==> config.mk <==
export PLATFORM = sky130hd
export DESIGN_NAME = tape_frame_scheduler
export DESIGN_NICKNAME = d
export VERILOG_FILES = /design/src/rtl/tape_frame_scheduler.sv
export SDC_FILE = /design/constraint.sdc
export NUM_CORES = 1
export LEC_CHECK = 0
export ABC_AREA = 1
export BUFFER_PORTS_ARGS = -buffer_cell sky130_fd_sc_hd__buf_2
export CORE_MARGIN = 2
export CORE_UTILIZATION = 59
export DETAILED_ROUTE_END_ITERATION = 10
export HOLD_SLACK_MARGIN = 0.1
export PLACE_DENSITY_LB_ADDON = 0.1
export SYNTH_ARGS = -nofsm -noshare
export SYNTH_HDL_FRONTEND = slang
export SYNTH_SLANG_ARGS = --single-unit
==> constraint.sdc <==
create_clock -name clk -period 2 [get_ports clk]
set_input_delay 0.3 -clock clk [delete_from_list [all_inputs] [get_ports clk]]
set_output_delay 0.3 -clock clk [all_outputs]
set_load 0.005 [all_outputs]
==> src/rtl/tape_frame_scheduler.sv <==
// tape_frame_scheduler: packs host bytes into framed 4-bit level-coded tape symbols
// (preamble, delimiters, sequence header, payload, XOR checksum) for the symbol FIFO.
module tape_frame_scheduler #(
    parameter int PRE_LEN     = 8,
    parameter int BLOCK_BYTES = 32,
    parameter int FIFO_DEPTH  = 2048
) (
    input  logic        clk,
    input  logic        rst,
    input  logic [7:0]  data_in,
    input  logic        data_valid,
    output logic        data_ready,
    input  logic        flush,
    output logic [3:0]  fifow_data,
    output logic        fifow_request,
    input  logic        fifow_full,
    input  logic [10:0] fifow_used_words,
    output logic [7:0]  seq_num,
    output logic        busy,
    output logic        frame_done
);
    localparam int FRAME_SYMS = PRE_LEN + 3 * BLOCK_BYTES + 8;
    localparam logic [31:0] ROOM_LIMIT = 32'(FIFO_DEPTH - FRAME_SYMS);
    localparam int CW = $clog2((PRE_LEN > BLOCK_BYTES ? PRE_LEN : BLOCK_BYTES) + 1);
    localparam logic [CW-1:0] PRE_LAST = CW'(PRE_LEN - 1);
    localparam logic [CW-1:0] BYTE_LAST = CW'(BLOCK_BYTES - 1);
    localparam logic [3:0] SYM_PRE = 4'b1010;
    localparam logic [3:0] SYM_DELIM = 4'b0101;

    typedef enum logic [2:0] {IDLE, PREAMBLE, START, HEADER, PAYLOAD, CHECK, END} state_t;

    state_t        state, state_nxt;
    logic [1:0]    phase, phase_nxt;
    logic [CW-1:0] cnt, cnt_nxt;
    logic [7:0]    cur_byte, cur_byte_nxt;
    logic [7:0]    checksum, checksum_nxt;
    logic [7:0]    seq_nxt;
    logic          flush_pend, flush_pend_nxt;
    logic          wr, done_nxt, room, accept;
    logic [3:0]    sym;

    // Levels 0..4 fill a thermometer from the LSB, 5..7 drain it from the LSB.
    function automatic logic [3:0] level(input logic [2:0] v);
        return v < 3'd5 ? 4'b1111 >> (3'd4 - v) : 4'b1111 << (v - 3'd4);
    endfunction

    function automatic logic [3:0] byte_sym(input logic [7:0] b, input logic [1:0] p);
        return p == 2'd0 ? level({1'b0, b[7:6]}) : p == 2'd1 ? level(b[5:3]) : level(b[2:0]);
    endfunction

    assign room       = {21'd0, fifow_used_words} <= ROOM_LIMIT;
    assign data_ready = state == PAYLOAD && phase == 2'd0 && !fifow_full && !flush_pend;
    assign accept     = data_ready && data_valid;
    assign busy       = state != IDLE;

    always_comb begin
        state_nxt      = state;
        phase_nxt      = phase;
        cnt_nxt        = cnt;
        cur_byte_nxt   = cur_byte;
        checksum_nxt   = checksum;
        seq_nxt        = seq_num;
        done_nxt       = 1'b0;
        wr             = 1'b0;
        sym            = fifow_data;
        flush_pend_nxt = flush_pend || (state == PAYLOAD && flush);
        if (state == IDLE) begin
            state_nxt = data_valid && room ? PREAMBLE : IDLE;
        end else if (!fifow_full) begin
            // A full FIFO freezes everything except flush capture.
            case (state)
                PREAMBLE: begin
                    wr        = 1'b1;
                    sym       = SYM_PRE;
                    cnt_nxt   = cnt == PRE_LAST ? '0 : cnt + CW'(1);
                    state_nxt = cnt == PRE_LAST ? START : PREAMBLE;
                end
                START: begin
                    wr             = 1'b1;
                    sym            = SYM_DELIM;
                    checksum_nxt   = 8'd0;
                    phase_nxt      = 2'd0;
                    flush_pend_nxt = 1'b0;
                    state_nxt      = HEADER;
                end
                HEADER: begin
                    wr        = 1'b1;
                    sym       = byte_sym(seq_num, phase);
                    phase_nxt = phase == 2'd2 ? 2'd0 : phase + 2'd1;
                    state_nxt = phase == 2'd2 ? PAYLOAD : HEADER;
                end
                PAYLOAD: begin
                    if (phase == 2'd0) begin
                        if (flush_pend || accept) begin
                            wr           = 1'b1;
                            cur_byte_nxt = flush_pend ? 8'd0 : data_in;
                            sym          = byte_sym(cur_byte_nxt, 2'd0);
                            checksum_nxt = checksum ^ cur_byte_nxt;
                            phase_nxt    = 2'd1;
                        end
                    end else begin
                        wr        = 1'b1;
                        sym       = byte_sym(cur_byte, phase);
                        phase_nxt = phase == 2'd2 ? 2'd0 : phase + 2'd1;
                        if (phase == 2'd2) begin
                            cnt_nxt   = cnt == BYTE_LAST ? '0 : cnt + CW'(1);
                            state_nxt = cnt == BYTE_LAST ? CHECK : PAYLOAD;
                        end
                    end
                end
                CHECK: begin
                    wr        = 1'b1;
                    sym       = byte_sym(checksum, phase);
                    phase_nxt = phase == 2'd2 ? 2'd0 : phase + 2'd1;
                    state_nxt = phase == 2'd2 ? END : CHECK;
                end
                END: begin
                    wr             = 1'b1;
                    sym            = SYM_DELIM;
                    done_nxt       = 1'b1;
                    seq_nxt        = seq_num + 8'd1;
                    flush_pend_nxt = 1'b0;
                    state_nxt      = IDLE;
                end
                default: state_nxt = IDLE;
            endcase
        end
    end

    always_ff @(posedge clk or negedge rst) begin
        if (!rst) begin
            state         <= IDLE;
            phase         <= 2'd0;
            cnt           <= '0;
            cur_byte      <= 8'd0;
            checksum      <= 8'd0;
            flush_pend    <= 1'b0;
            seq_num       <= 8'd0;
            fifow_data    <= 4'd0;
            fifow_request <= 1'b0;
            frame_done    <= 1'b0;
        end else begin
            state         <= state_nxt;
            phase         <= phase_nxt;
            cnt           <= cnt_nxt;
            cur_byte      <= cur_byte_nxt;
            checksum      <= checksum_nxt;
            flush_pend    <= flush_pend_nxt;
            seq_num       <= seq_nxt;
            fifow_data    <= sym;
            fifow_request <= wr;
            frame_done    <= done_nxt;
        end
    end
endmodule

After elaboration in Yosys (flattened, before gate mapping)
Cells that the tools add are included.

word-level totals
  memories kept = 0
  output and inout port bits = 16
  word-level logic and storage cells = 158
  register bits after elaboration = 40
  bits in writable memories = 0
  input bits = 24
  bits in latches = 0
  bits in read-only memories = 0

operators by class
  shifts and indexed selects = 18
  div/mod/pow operators = 0
  reductions and logical operators = 27
  muxes and demuxes = 51
  $add $sub $neg = 21
  magnitude comparators = 10
  eq/ne operators = 18
  multipliers = 0
  bitwise gates (word level) = 3

operator list
  kind                                                     number
  2-to-1 mux 4 bit                                         16
  << shifter 4 x 3 -> 4 bit (first input constant)         9
  >> shifter 4 x 3 -> 4 bit (first input constant)         9
  2-to-1 mux 6 bit                                         4
  2-to-1 mux 8 bit                                         3
  one-hot mux 4 bit (5 select lines)                       1
  < comparator 3 bit (second input constant)               6
  subtractor 3 bit (first input constant)                  6
  subtractor 3 bit (second input constant)                 6
  one-hot mux 8 bit (2 select lines)                       1
  2-to-1 mux 3 bit                                         5
  one-hot mux 3 bit (5 select lines)                       1
  AND reduction 5 bit                                      3
  2-to-1 mux 1 bit                                         12
  one-hot mux 6 bit (2 select lines)                       1
  less-or-equal comparator 11 bit (second input constant)  1
  2-to-1 mux 2 bit                                         5
  == test 3 bit (second input constant)                    3
  < comparator 2 x 3 -> 1 bit (second input constant)      3
  subtractor 2 x 3 -> 3 bit (second input constant)        3
  subtractor 3 x 2 -> 3 bit (first input constant)         3
  adder 8 x 1 -> 8 bit (second input constant)             1
  != test 2 x 1 -> 1 bit (second input constant)           4
  AND reduction 4 bit                                      2
  other kinds (26)                                         40

Longest topological paths before layout
  depth after elaboration = 11
  mapped depth = 12
  gate-level depth less buffers = 12

Least setup slack after synthesis
Ideal clock, no wire load.

  path type = register to register
  start point = register seq_num[3]
  end point = register fifow_data[0]
  cell stages (with the launch flop) = 10
  period minus slack after synthesis = 1,549 ps
  data arrival time = 1,434 ps
  required time = 1,884 ps
  path slack = 451 ps
  path through = dfrtp_1 > inv_1 > ha_1 > ha_1 > nand3b_1 > nand3_1 > nand3_1 > nand4_1 > nor2_1 > nor2_1

on the way
  cells in the longest elaborated chain, start to end = 6
  elaborated cells on any way between the ends = 9
  classes of those cells = 2 x add/sub; 1 x order compare; 2 x shift; 4 x mux

RTL lines
  item                                                                    line  source
  start: declaration                                                      18    output logic [7:0] seq_num,
  start signal: assignment                                                149   seq_num <= seq_nxt;
  subtractor 3 bit                                                        44    return v < 3'd5 ? 4'b1111 >> (3'd4 - v) : 4'b1111 << (v - 3'd4);
  << shifter 4 x 3 -> 4 bit or >> shifter 4 x 3 -> 4 bit (tied branches)  44
  2-to-1 mux 4 bit *                                                      44
  2-to-1 mux 4 bit * (2 in series)                                        48    return p == 2'd0 ? level({1'b0, b[7:6]}) : p == 2'd1 ? level(b[5:3]) : level(b[2:0]);
  one-hot mux 4 bit (5 select lines) *                                    71    case (state)
  end signal: assignment                                                  150   fifow_data <= sym;
  end: declaration                                                        14    output logic [3:0] fifow_data,

Mark *: on every way between the ends. The rest lies on a longest branch, timed or not.
A chain may end at the register's enable or synchronous reset.

Worst setup path in the final report
  start point = register state[0]
  end point = output port data_ready

on the way
  cells in the longest elaborated chain, start to end = 4

RTL lines
  item                             line  source
  start: declaration               32    state_t state, state_nxt;
  start signal: assignment         143   state <= state_nxt;
  == test 3 bit                    52    assign data_ready = state == PAYLOAD && phase == 2'd0 && !fifow_full && !flush_pend;
  logical AND 1 bit (3 in series)  52
  end: declaration                 12    output logic data_ready,

No other way between the ends.

==> run metrics <==
Synth Instances 438; synth cell count leaders 110 x nand2_1, 71 x inv_1, 44 x nor2_1; met2 capacity usage during global routing 0.443; number of synthesized flops with an enable pin 0; Internal ~2.2 mW; status complete, no violations; final setup margin 0.114 ns; final setup violation count 0; CORE AREA 5070 um2; dpl cells 549; crit path max-delay cell type dfrtp_2; R2R Setup Slk about 0.26 ns; period utilisation layout 0.943; Max Cap Viol 0; Leak 1.94 nW; Crit path max-delay family simple AND/OR/NAND/NOR gates; CP bufs+invs 1; worst r2r src seq_num[3]; CP peak stage delay 0.45 ns; pre-CTS setup slack 0.288 ns; CP Data Arrival Time 1.59 ns; dpl cell area 3400 um2; met3 usage 0.0498; Power Density 1180 nW/um2; largest net degree at the start of global routing 24; crit path cell chain nor2_4 > nand2_4 > nor2_2 > nand2_1 > nor2_1 > buf_2; syn_nets 493; GRT busiest layer met2; Clk Latency, worst-skew pair 0.29 ns; die boundary width 76.2 um; antenna-violating nets left 0; # H-tree levels 2; final WL 7310 um; max_slew headroom 0.693; DR vias/cell about 5.4; Final Hold Vio Count 0; vias post-DR roughly 3000; ys flop type dfrtp_1; sequential area share after synthesis 0.325; layout cell share with drive strength beyond 1 0.145; overflow left after global routing 0; combinational power share 0.534; Fmax achieved 530 MHz; Hold Path End flush_pend; CTS Buf Count 5; Ys Warns 0; actual slew at the worst max-slew pin 0.460 ns; Boundary Pins 40; Starting Density 0.606; critical path required time between 1.5 and 2 ns; max-slew violation count 0; Layout Cells excl Fill 559; post-layout util 0.691; Starting DRT DRC Count 267; worst vdd rail ir drop 710 uV; Clock power frac 0.137; n_diodes 0; synthesized area 3080 um2; Net Switching 1.96 mW; post-route cell area around 3500 um2; crit-path max FO 8; Hold Worst Slack 0.252 ns; Die Height 76.2 um; met1 usage 0.349; Seq pwr share 0.330; Synth-to-Final Area Change 14.0%; synth top area cells dfrtp_1 33%, nand2_1 13%, ha_1 13%; switching part of the total 0.473; WL per Instance 13.1 um; Worst setup EP type output port; clock-pin slew on the worst setup and hold paths about 0.08 ns; length of the first detailed-routing pass in iterations 6; die area between 5000 and 6000 um2; CP Class flop to output port; Total Routing Usage GR 0.266; detailed-placement wirelength estimate 5630 um; post-synthesis async set-or-reset flop share 1.00; Layout Nets 543; FF-to-FF End fifow_data[1]; global-route wire length before repair between 10000 and 15000 um; HP Class primary input to flop; fin crit period 1.89 ns; top cell type's share of synthesized area 0.325; CTS sink cnt 40; CTS max path bufs 2; hold_sp flush; CP Launch Type flop; CTS tree done; Avg Cell Area, Syn approximately 7.0 um2; DRC Markers 0; Worst R2R Path Depth 10; IO buf count 39; cell accounting for the most synthesized area dfrtp_1; GP Congestion slightly below 1; skew final 0.0106 ns; initial antenna violation count 0; Synth cell types 30; # rows 26; clk root buf clkbuf_8; hold path depth 3; number of global-route vias before repair 2881; number of synthesized register bits 40; filler cell count about 430; most frequent cell after synthesis nand2_1
-- per-stage QoR --
stage               total power, mW  setup TNS (ns)
floorplan                      2.89               0
global placement               3.46               0
detailed placement             3.51               0
CTS                            4.10               0
global route                   4.55       -0.000531
finish                         4.15               0
-- routing by layer --
layer,wire length [um],part of all wire
met1,3240,0.44
met4,165,0.023
met2,3470,0.47
met5,0,0
met3,438,0.060
-- sequential cells by signal, summed over array words and instances (netlist names) --
register	flops
state	3
cnt	6
fifow_data	4
checksum	8
fifow_request	1
cur_byte	6
flush_pend	1
frame_done	1
phase	2
seq_num	8
-- final cells by class --
cell class                 instances  area (um2)  share of cell area
multi-input combinational        319        1780               0.507
sequential                        40        1000               0.286
inverter                          76         285              0.0814
timing repair buffer              46         263              0.0750
clock buffer                       8        90.1              0.0257
tap                               70        87.6              0.0250
-- logic make-up (layout without fill, tap and decap cells) --
kind of cell,count (synthesis),count (layout),share of synthesized area
AOI/OAI and AO/OA,53,53,0.0924
xor gates and xnor gates,10,10,0.0285
adders and majority gates,31,31,0.126
buffers and inverters,79,130,0.0968
DFF,40,40,0.325
and+or+nand+nor,225,225,0.331
-- timing repair --
action / 4_1_cts / 5_1_grt
buffers inserted: 0 / 1
hold buffers: 1 / 0
endpoints found under the hold margin: 17 / 0
setup endpoints to repair: 0 / 1
resized for setup: 0 / 1
-- power by group through the flow --
stage | Clock [mW] | Combinational (mW) | Sequential [mW]
2_1_floorplan | 0 | 1.57 | 1.32
3_3_place_gp | 0 | 2.09 | 1.36
3_5_place_dp | 0 | 2.14 | 1.37
4_1_cts | 0.576 | 2.17 | 1.36
5_1_grt | 0.606 | 2.54 | 1.41
6_report | 0.567 | 2.21 | 1.37
-- worst max-delay path by stage --
stage          startpoint             to  depth (start not counted)
2_1_floorplan  seq_num[3]  fifow_data[0]                          9
5_1_grt          state[0]     data_ready                          6
6_report         state[0]     data_ready                          6
4_1_cts          state[1]     data_ready                          6
3_3_place_gp   seq_num[3]  fifow_data[0]                          9
3_5_place_dp   seq_num[3]  fifow_data[1]                         10
-- cells in the final DEF (no fill, tap or decap), types with 2 or more instances in the layout --
master | netlist | layout
a21oi_1 | 9 | 9
a31oi_1 | 3 | 3
buf_2 | 1 | 39
buf_4 | 0 | 5
clkbuf_1 | 2 | 2
clkbuf_8 | 0 | 6
dfrtp_1 | 40 | 39
ha_1 | 31 | 31
inv_1 | 71 | 71
inv_2 | 5 | 5
nand2_1 | 110 | 110
nand2_2 | 3 | 3
nand3_1 | 37 | 37
nand3_2 | 2 | 2
nand3b_1 | 4 | 4
nand4_1 | 16 | 16
nor2_1 | 44 | 44
nor2_2 | 2 | 2
nor2_4 | 3 | 3
o211ai_1 | 2 | 2
o21ai_0 | 34 | 34
xor2_1 | 9 | 9
-- tightest hold or removal path, stage by stage --
cell     delay (ns)
buf_2          0.10
nand2_1        0.05
a22oi_1        0.06
Note: power is estimated with default switching activity, not from simulation.
